[src/rtl/cpu_control_unit.sv]
// cpu_control_unit: fetch/decode/execute sequencer driving data_path and memory strobes.
// Define CU_STEP_EN to add single-step control (step in, at_boundary out).
module cpu_control_unit #(
  parameter int OPC_W = 4,
  parameter int REG_SEL_W = 3
) (
  input  logic                 clock,
  input  logic                 reset,
  input  logic [15:0]          ir_value,
  input  logic [2:0]           flags,
  input  logic                 mem_ready,
`ifdef CU_STEP_EN
  input  logic                 step,
  output logic                 at_boundary,
`endif
  output logic                 gp_write,
  output logic                 gp_read,
  output logic [REG_SEL_W-1:0] gp_input_select,
  output logic [REG_SEL_W-1:0] gp_output_select,
  output logic [REG_SEL_W-1:0] gp_alu_output_select,
  output logic [3:0]           alu_operation,
  output logic                 latch_alu,
  output logic                 alu_store_high,
  output logic                 alu_store_low,
  output logic                 mar_load_high,
  output logic                 mar_load_low,
  output logic                 ir_load_high,
  output logic                 ir_load_low,
  output logic                 jr_load_high,
  output logic                 jr_load_low,
  output logic                 pc_increment,
  output logic                 pc_set,
  output logic                 mem_read,
  output logic                 mem_write,
  output logic                 mem_addr_sel,
  output logic                 halted
);
  typedef enum logic [3:0] {
    S_FETCH_HI, S_FETCH_LO, S_DECODE, S_EXEC_MOV, S_EXEC_ALU, S_IMM, S_WB,
    S_ADDR_HI, S_ADDR_LO, S_MEM_RD, S_MEM_WR, S_JUMP, S_HALT
  } state_t;
  localparam logic [OPC_W-1:0] OP_MOV  = OPC_W'(1);
  localparam logic [OPC_W-1:0] OP_LDI  = OPC_W'(2);
  localparam logic [OPC_W-1:0] OP_ALU  = OPC_W'(3);
  localparam logic [OPC_W-1:0] OP_ALUI = OPC_W'(4);
  localparam logic [OPC_W-1:0] OP_LD   = OPC_W'(5);
  localparam logic [OPC_W-1:0] OP_ST   = OPC_W'(6);
  localparam logic [OPC_W-1:0] OP_JMP  = OPC_W'(7);
  localparam logic [OPC_W-1:0] OP_JZ   = OPC_W'(8);
  localparam logic [OPC_W-1:0] OP_HALT = OPC_W'(15);
  state_t state_q, state_d;
  logic [OPC_W-1:0] opc;
  logic [REG_SEL_W-1:0] rd, rs;
  logic [3:0] aluop;
  logic jmp, go, unused_bits;
  assign opc = ir_value[15 -: OPC_W];
  assign rd = ir_value[11 -: REG_SEL_W];
  assign rs = ir_value[8 -: REG_SEL_W];
  assign aluop = ir_value[3:0];
  assign jmp = opc == OP_JMP || opc == OP_JZ;
  assign unused_bits = ^{ir_value[5:4], flags[2:1]};
`ifdef CU_STEP_EN
  assign go = step;
  assign at_boundary = reset && state_q == S_FETCH_HI && !step;
`else
  assign go = 1'b1;
`endif
  // Outputs are forced low while reset is held, independent of the decoded state.
  always_comb begin
    state_d = state_q;
    {gp_write, gp_read, latch_alu, alu_store_high, alu_store_low, mar_load_high, mar_load_low,
     ir_load_high, ir_load_low, jr_load_high, jr_load_low, pc_increment, pc_set,
     mem_read, mem_write, mem_addr_sel, halted} = '0;
    gp_input_select = '0;
    gp_output_select = '0;
    gp_alu_output_select = '0;
    alu_operation = '0;
    if (reset) begin
      case (state_q)
        S_FETCH_HI: begin
          mem_read = go;
          ir_load_high = go && mem_ready;
          pc_increment = go && mem_ready;
          state_d = (go && mem_ready) ? S_FETCH_LO : S_FETCH_HI;
        end
        S_FETCH_LO: begin
          mem_read = 1'b1;
          ir_load_low = mem_ready;
          pc_increment = mem_ready;
          state_d = mem_ready ? S_DECODE : S_FETCH_LO;
        end
        S_DECODE: begin
          case (opc)
            OP_MOV: state_d = S_EXEC_MOV;
            OP_ALU: state_d = S_EXEC_ALU;
            OP_LDI, OP_ALUI: state_d = S_IMM;
            OP_LD, OP_ST, OP_JMP, OP_JZ: state_d = S_ADDR_HI;
            OP_HALT: state_d = S_HALT;
            default: state_d = S_FETCH_HI;
          endcase
        end
        S_EXEC_MOV: begin
          gp_output_select = rs;
          gp_write = 1'b1;
          gp_input_select = rd;
          gp_read = 1'b1;
          state_d = S_FETCH_HI;
        end
        S_EXEC_ALU: begin
          gp_alu_output_select = rd;
          gp_output_select = rs;
          gp_write = 1'b1;
          alu_operation = aluop;
          latch_alu = 1'b1;
          state_d = S_WB;
        end
        S_IMM: begin
          mem_read = 1'b1;
          pc_increment = mem_ready;
          if (mem_ready && opc == OP_LDI) begin
            gp_input_select = rd;
            gp_read = 1'b1;
            state_d = S_FETCH_HI;
          end else if (mem_ready) begin
            gp_alu_output_select = rd;
            alu_operation = aluop;
            latch_alu = 1'b1;
            state_d = S_WB;
          end
        end
        S_WB: begin
          alu_store_low = 1'b1;
          gp_input_select = rd;
          gp_read = 1'b1;
          state_d = S_FETCH_HI;
        end
        S_ADDR_HI: begin
          mem_read = 1'b1;
          pc_increment = mem_ready;
          jr_load_high = mem_ready && jmp;
          mar_load_high = mem_ready && !jmp;
          state_d = mem_ready ? S_ADDR_LO : S_ADDR_HI;
        end
        S_ADDR_LO: begin
          mem_read = 1'b1;
          pc_increment = mem_ready;
          jr_load_low = mem_ready && jmp;
          mar_load_low = mem_ready && !jmp;
          if (mem_ready) state_d = jmp ? S_JUMP : (opc == OP_ST ? S_MEM_WR : S_MEM_RD);
        end
        S_MEM_RD: begin
          mem_addr_sel = 1'b1;
          mem_read = 1'b1;
          gp_input_select = mem_ready ? rd : '0;
          gp_read = mem_ready;
          state_d = mem_ready ? S_FETCH_HI : S_MEM_RD;
        end
        S_MEM_WR: begin
          mem_addr_sel = 1'b1;
          mem_write = 1'b1;
          gp_output_select = rs;
          gp_write = 1'b1;
          state_d = mem_ready ? S_FETCH_HI : S_MEM_WR;
        end
        S_JUMP: begin
          pc_set = opc == OP_JMP || flags[0];
          state_d = S_FETCH_HI;
        end
        S_HALT: halted = 1'b1;
        default: state_d = S_FETCH_HI;
      endcase
    end
  end
  always_ff @(posedge clock or negedge reset)
    if (!reset) state_q <= S_FETCH_HI;
    else state_q <= state_d;
endmodule

[config.mk]
export PLATFORM = sky130hd
export DESIGN_NAME = cpu_control_unit
export DESIGN_NICKNAME = d
export VERILOG_FILES = /design/src/rtl/cpu_control_unit.sv
export SDC_FILE = /design/constraint.sdc
export NUM_CORES = 1
export LEC_CHECK = 0
export CORE_UTILIZATION = 38
export DETAILED_ROUTE_END_ITERATION = 6
export GPL_ROUTABILITY_DRIVEN = 0
export GPL_TIMING_DRIVEN = 0
export PLACE_DENSITY_LB_ADDON = 0.1
export SKIP_LAST_GASP = 1
export SLEW_MARGIN = 20
export SYNTH_ARGS = -nofsm -noshare
export SYNTH_HDL_FRONTEND = slang
export SYNTH_SLANG_ARGS = --single-unit
export TNS_END_PERCENT = 100
[constraint.sdc]
create_clock -name clock -period 1.55 [get_ports clock]
set_input_delay 0.2325 -clock clock [delete_from_list [all_inputs] [get_ports clock]]
set_output_delay 0.2325 -clock clock [all_outputs]
set_load 0.005 [all_outputs]
==> impl_metrics.toml <==
[cts]
clockRootBuffer = "clkbuf_4"
htree_levels = 1
clk_pin_slew_worst_paths_ns = 0.04
cts-buffers-inserted = 3
clock_latency_ns = 0.23
cts.sink_count = 4
cts_tree = "done"
cts.path.max_buffers = 2

[synthesis]
syn_inst = 124
synthDistinctLibCells = 48
syn_area_um2 = 885
synth_enable_flop_cells = 0
ys_async_sr_fraction_pct = 100
synth_nets = 149
synth_seq_cells = 4
yosysWarningCount = 0
syn-mean-instance-area_um2 = 7.13
ys.flop_type = "dfrtp_1"
ys_seq_area_share_pct = 11.3

[floorplan]
core-area_um2 = 2210
die_x_um = 50.3
die_h_um = 50.3
io_pins = 52
fp-row-count = 17
die-area_um2 = 2530
initial_core_util_pct = 40.0

[layout]
area_growth_pct = 109
final_common_cell = "buf_4"
utilization_pct = 83.8
stdcell_count = 241
reg_top3 = "state_q: 4 flops"
final_nets = 240
final_layout_size_suffix_gt1_share_pct = 57.3
top_register = "state_q"
largest_register_ffs = 4
mostFrequentLayoutCells = "buf_4 (28), buf_6 (24), buf_2 (22)"
num_antenna_cells = 0

[route]
ant_nets = 0
drt-initial-drc-count = 64
drc_errors = 0
wl_per_cell_um = 19.5
wl_mm = 4.69
via_per_inst = 6.04
firstDrtPassIters = 4
vias = 1455

[run_status]
run_status = "finished with violations"
failed_checks = "setup timing"

[setup_path]
cp_num_buf_inv = 3
critical_path.slowest_cell = "dfrtp_1"
required_ns = 1.32
cp-end-kind = "output port"
path_class = "reg -> out"
worst_path_largest_cell_delay_ns = 0.42
crit_top_cell = "buf_6"
crit_fanout = 4
arrival_ns = 1.74
startpoint_type = "flip-flop"
crit_chain = "and4bb_2, nand2_2, o21ai_4, buf_6, buf_6, and3_4, buf_6"
cpLargestDelayFamily = "simple AND/OR/NAND/NOR gates"

[placed_design]
io_buffer_count = 45
dp_hpwl_mm = 2.10
place_inst = 197

[global_routing]
grt_max_degree = 11
grt.met1_usage_pct = 32.2
grtUsageMet2_pct = 56.7
grt_pass1_vias = 1246
busiest_layer = "met2"
antenna_found_initial = 0
gr-usage-met3_pct = 3.94
grtUsageTotal_pct = 30.0
grt_remaining_overflow = 0
grt_pass1_wl_mm = 5.90

[power]
p_leak_nw = 0.921
p_total_mw = 2.36
vdd_drop_max_mv = 1.09
power.density_nw_per_um2 = 1270

[timing]
drv_slew = 0
setup_viol = 32
finClkSkew_ns = 0.00378
fmaxAchievable_mhz = 506
final_hold_viol_count = 0
worst_slack_ns = -0.427
rsz0062_at_grt = "yes"
min_period_ns = 1.98
fin_crit_sh_pct = 128

[flow_run]
drv_cap = 0

[min_path]
hp-class = "in -> async"
layout make-up:
type / count / area (um2)
multi-input cells: 104 / 850
fillers: 132 / 359
well taps: 28 / 35.0
repair buffers: 86 / 704
plain buffers: 10 / 98.8
clock buffers: 3 / 22.5
inverters: 6 / 42.5
flip-flops and latches: 4 / 100
power breakdown:
group / switching [mW] / internal [mW]
registers: 0.0401 / 0.142
clock network: 0.0351 / 0.0861
logic: 1.03 / 1.03
total: 1.10 / 1.26
layer usage:
metal | up-vias | wire [um]
met2 | 122 | 2230
met4 | 0 | 370
met1 | 668 | 1680
met3 | 39 | 407
li1 | 626 | -
met5 | - | 0
kinds of logic (layout without fill, tap and decap cells):
| logic type | count (synthesis) | count (layout) | synth area share (%) |
|---|---|---|---|
| and+or+nand+nor | 65 | 65 | 42.2 |
| xor gates and xnor gates | 2 | 2 | 1.98 |
| other | 1 | 1 | 0.424 |
| adders and majority gates | 4 | 4 | 5.52 |
| DFF | 4 | 4 | 11.3 |
| muxes | 2 | 2 | 2.26 |
| buffers and inverters | 16 | 105 | 11.0 |
| AOI/OAI and AO/OA | 30 | 30 | 25.3 |
metrics by stage:
| step | setup WS, ns | area [um2] | hold slack, ns | TNS, ns |
|---|---|---|---|---|
| 2_1_floorplan | 0.0621 | 885 | -0.0631 | 0 |
| 4_1_cts | -0.405 | 1680 | 0.500 | -5.99 |
| 5_1_grt | -0.461 | 1850 | 0.517 | -9.80 |
| 6_report | -0.427 | 1850 | 0.503 | -8.43 |
| 3_3_place_gp | -0.984 | 1370 | 0.460 | -22.14 |
| 3_5_place_dp | -1.05 | 1370 | 0.456 | -23.28 |
synthesized netlist by cell type, types with 2 or more instances:
cell,count,area (um2)
a21oi_1,8,40.0
and2_1,8,50.1
and3_1,9,56.3
buf_2,3,15.0
buf_4,3,22.5
buf_6,3,33.8
dfrtp_1,4,100
ha_1,3,37.5
inv_1,3,11.3
inv_2,3,11.3
mux2i_1,2,20.0
nand2_1,9,33.8
nand2b_1,4,25.0
nand3_1,4,20.0
nand4_1,3,18.8
nor2_1,11,41.3
nor2b_1,3,18.8
nor3_1,2,10.0
nor4_1,2,12.5
o21a_1,2,15.0
o21ai_0,6,30.0
o22ai_1,3,18.8
repair_timing:
item	4_1_cts	5_1_grt
hold endpoints to repair	4	0
buffers inserted	30	11
resized for setup	137	55
endpoints found under the setup margin	33	33
hold buffers	1	0
pin swaps	36	23
worst paths after layout:
path,startpoint,to,slack (ns),cells past startpoint
max,state_q[3],alu_operation[3],-0.43,7
min,reset,state_q[0],0.50,2
max reg2reg,state_q[3],state_q[3],-0.17,7
min reg2reg,state_q[2],state_q[2],0.74,2
max in group asynchronous,reset,state_q[2],0.88,2
min in group clock,ir_value[15],state_q[2],0.58,4
worst reg2reg max path: stages (launching register included):
cell and delay, ns:
dfrtp_1 0.41, buf_4 0.14, buf_6 0.11, clkinv_8 0.07, o41ai_4 0.42, a31oi_2 0.12, o221ai_2 0.16, o22ai_2 0.14
Note: power is estimated with default switching activity, not from simulation.
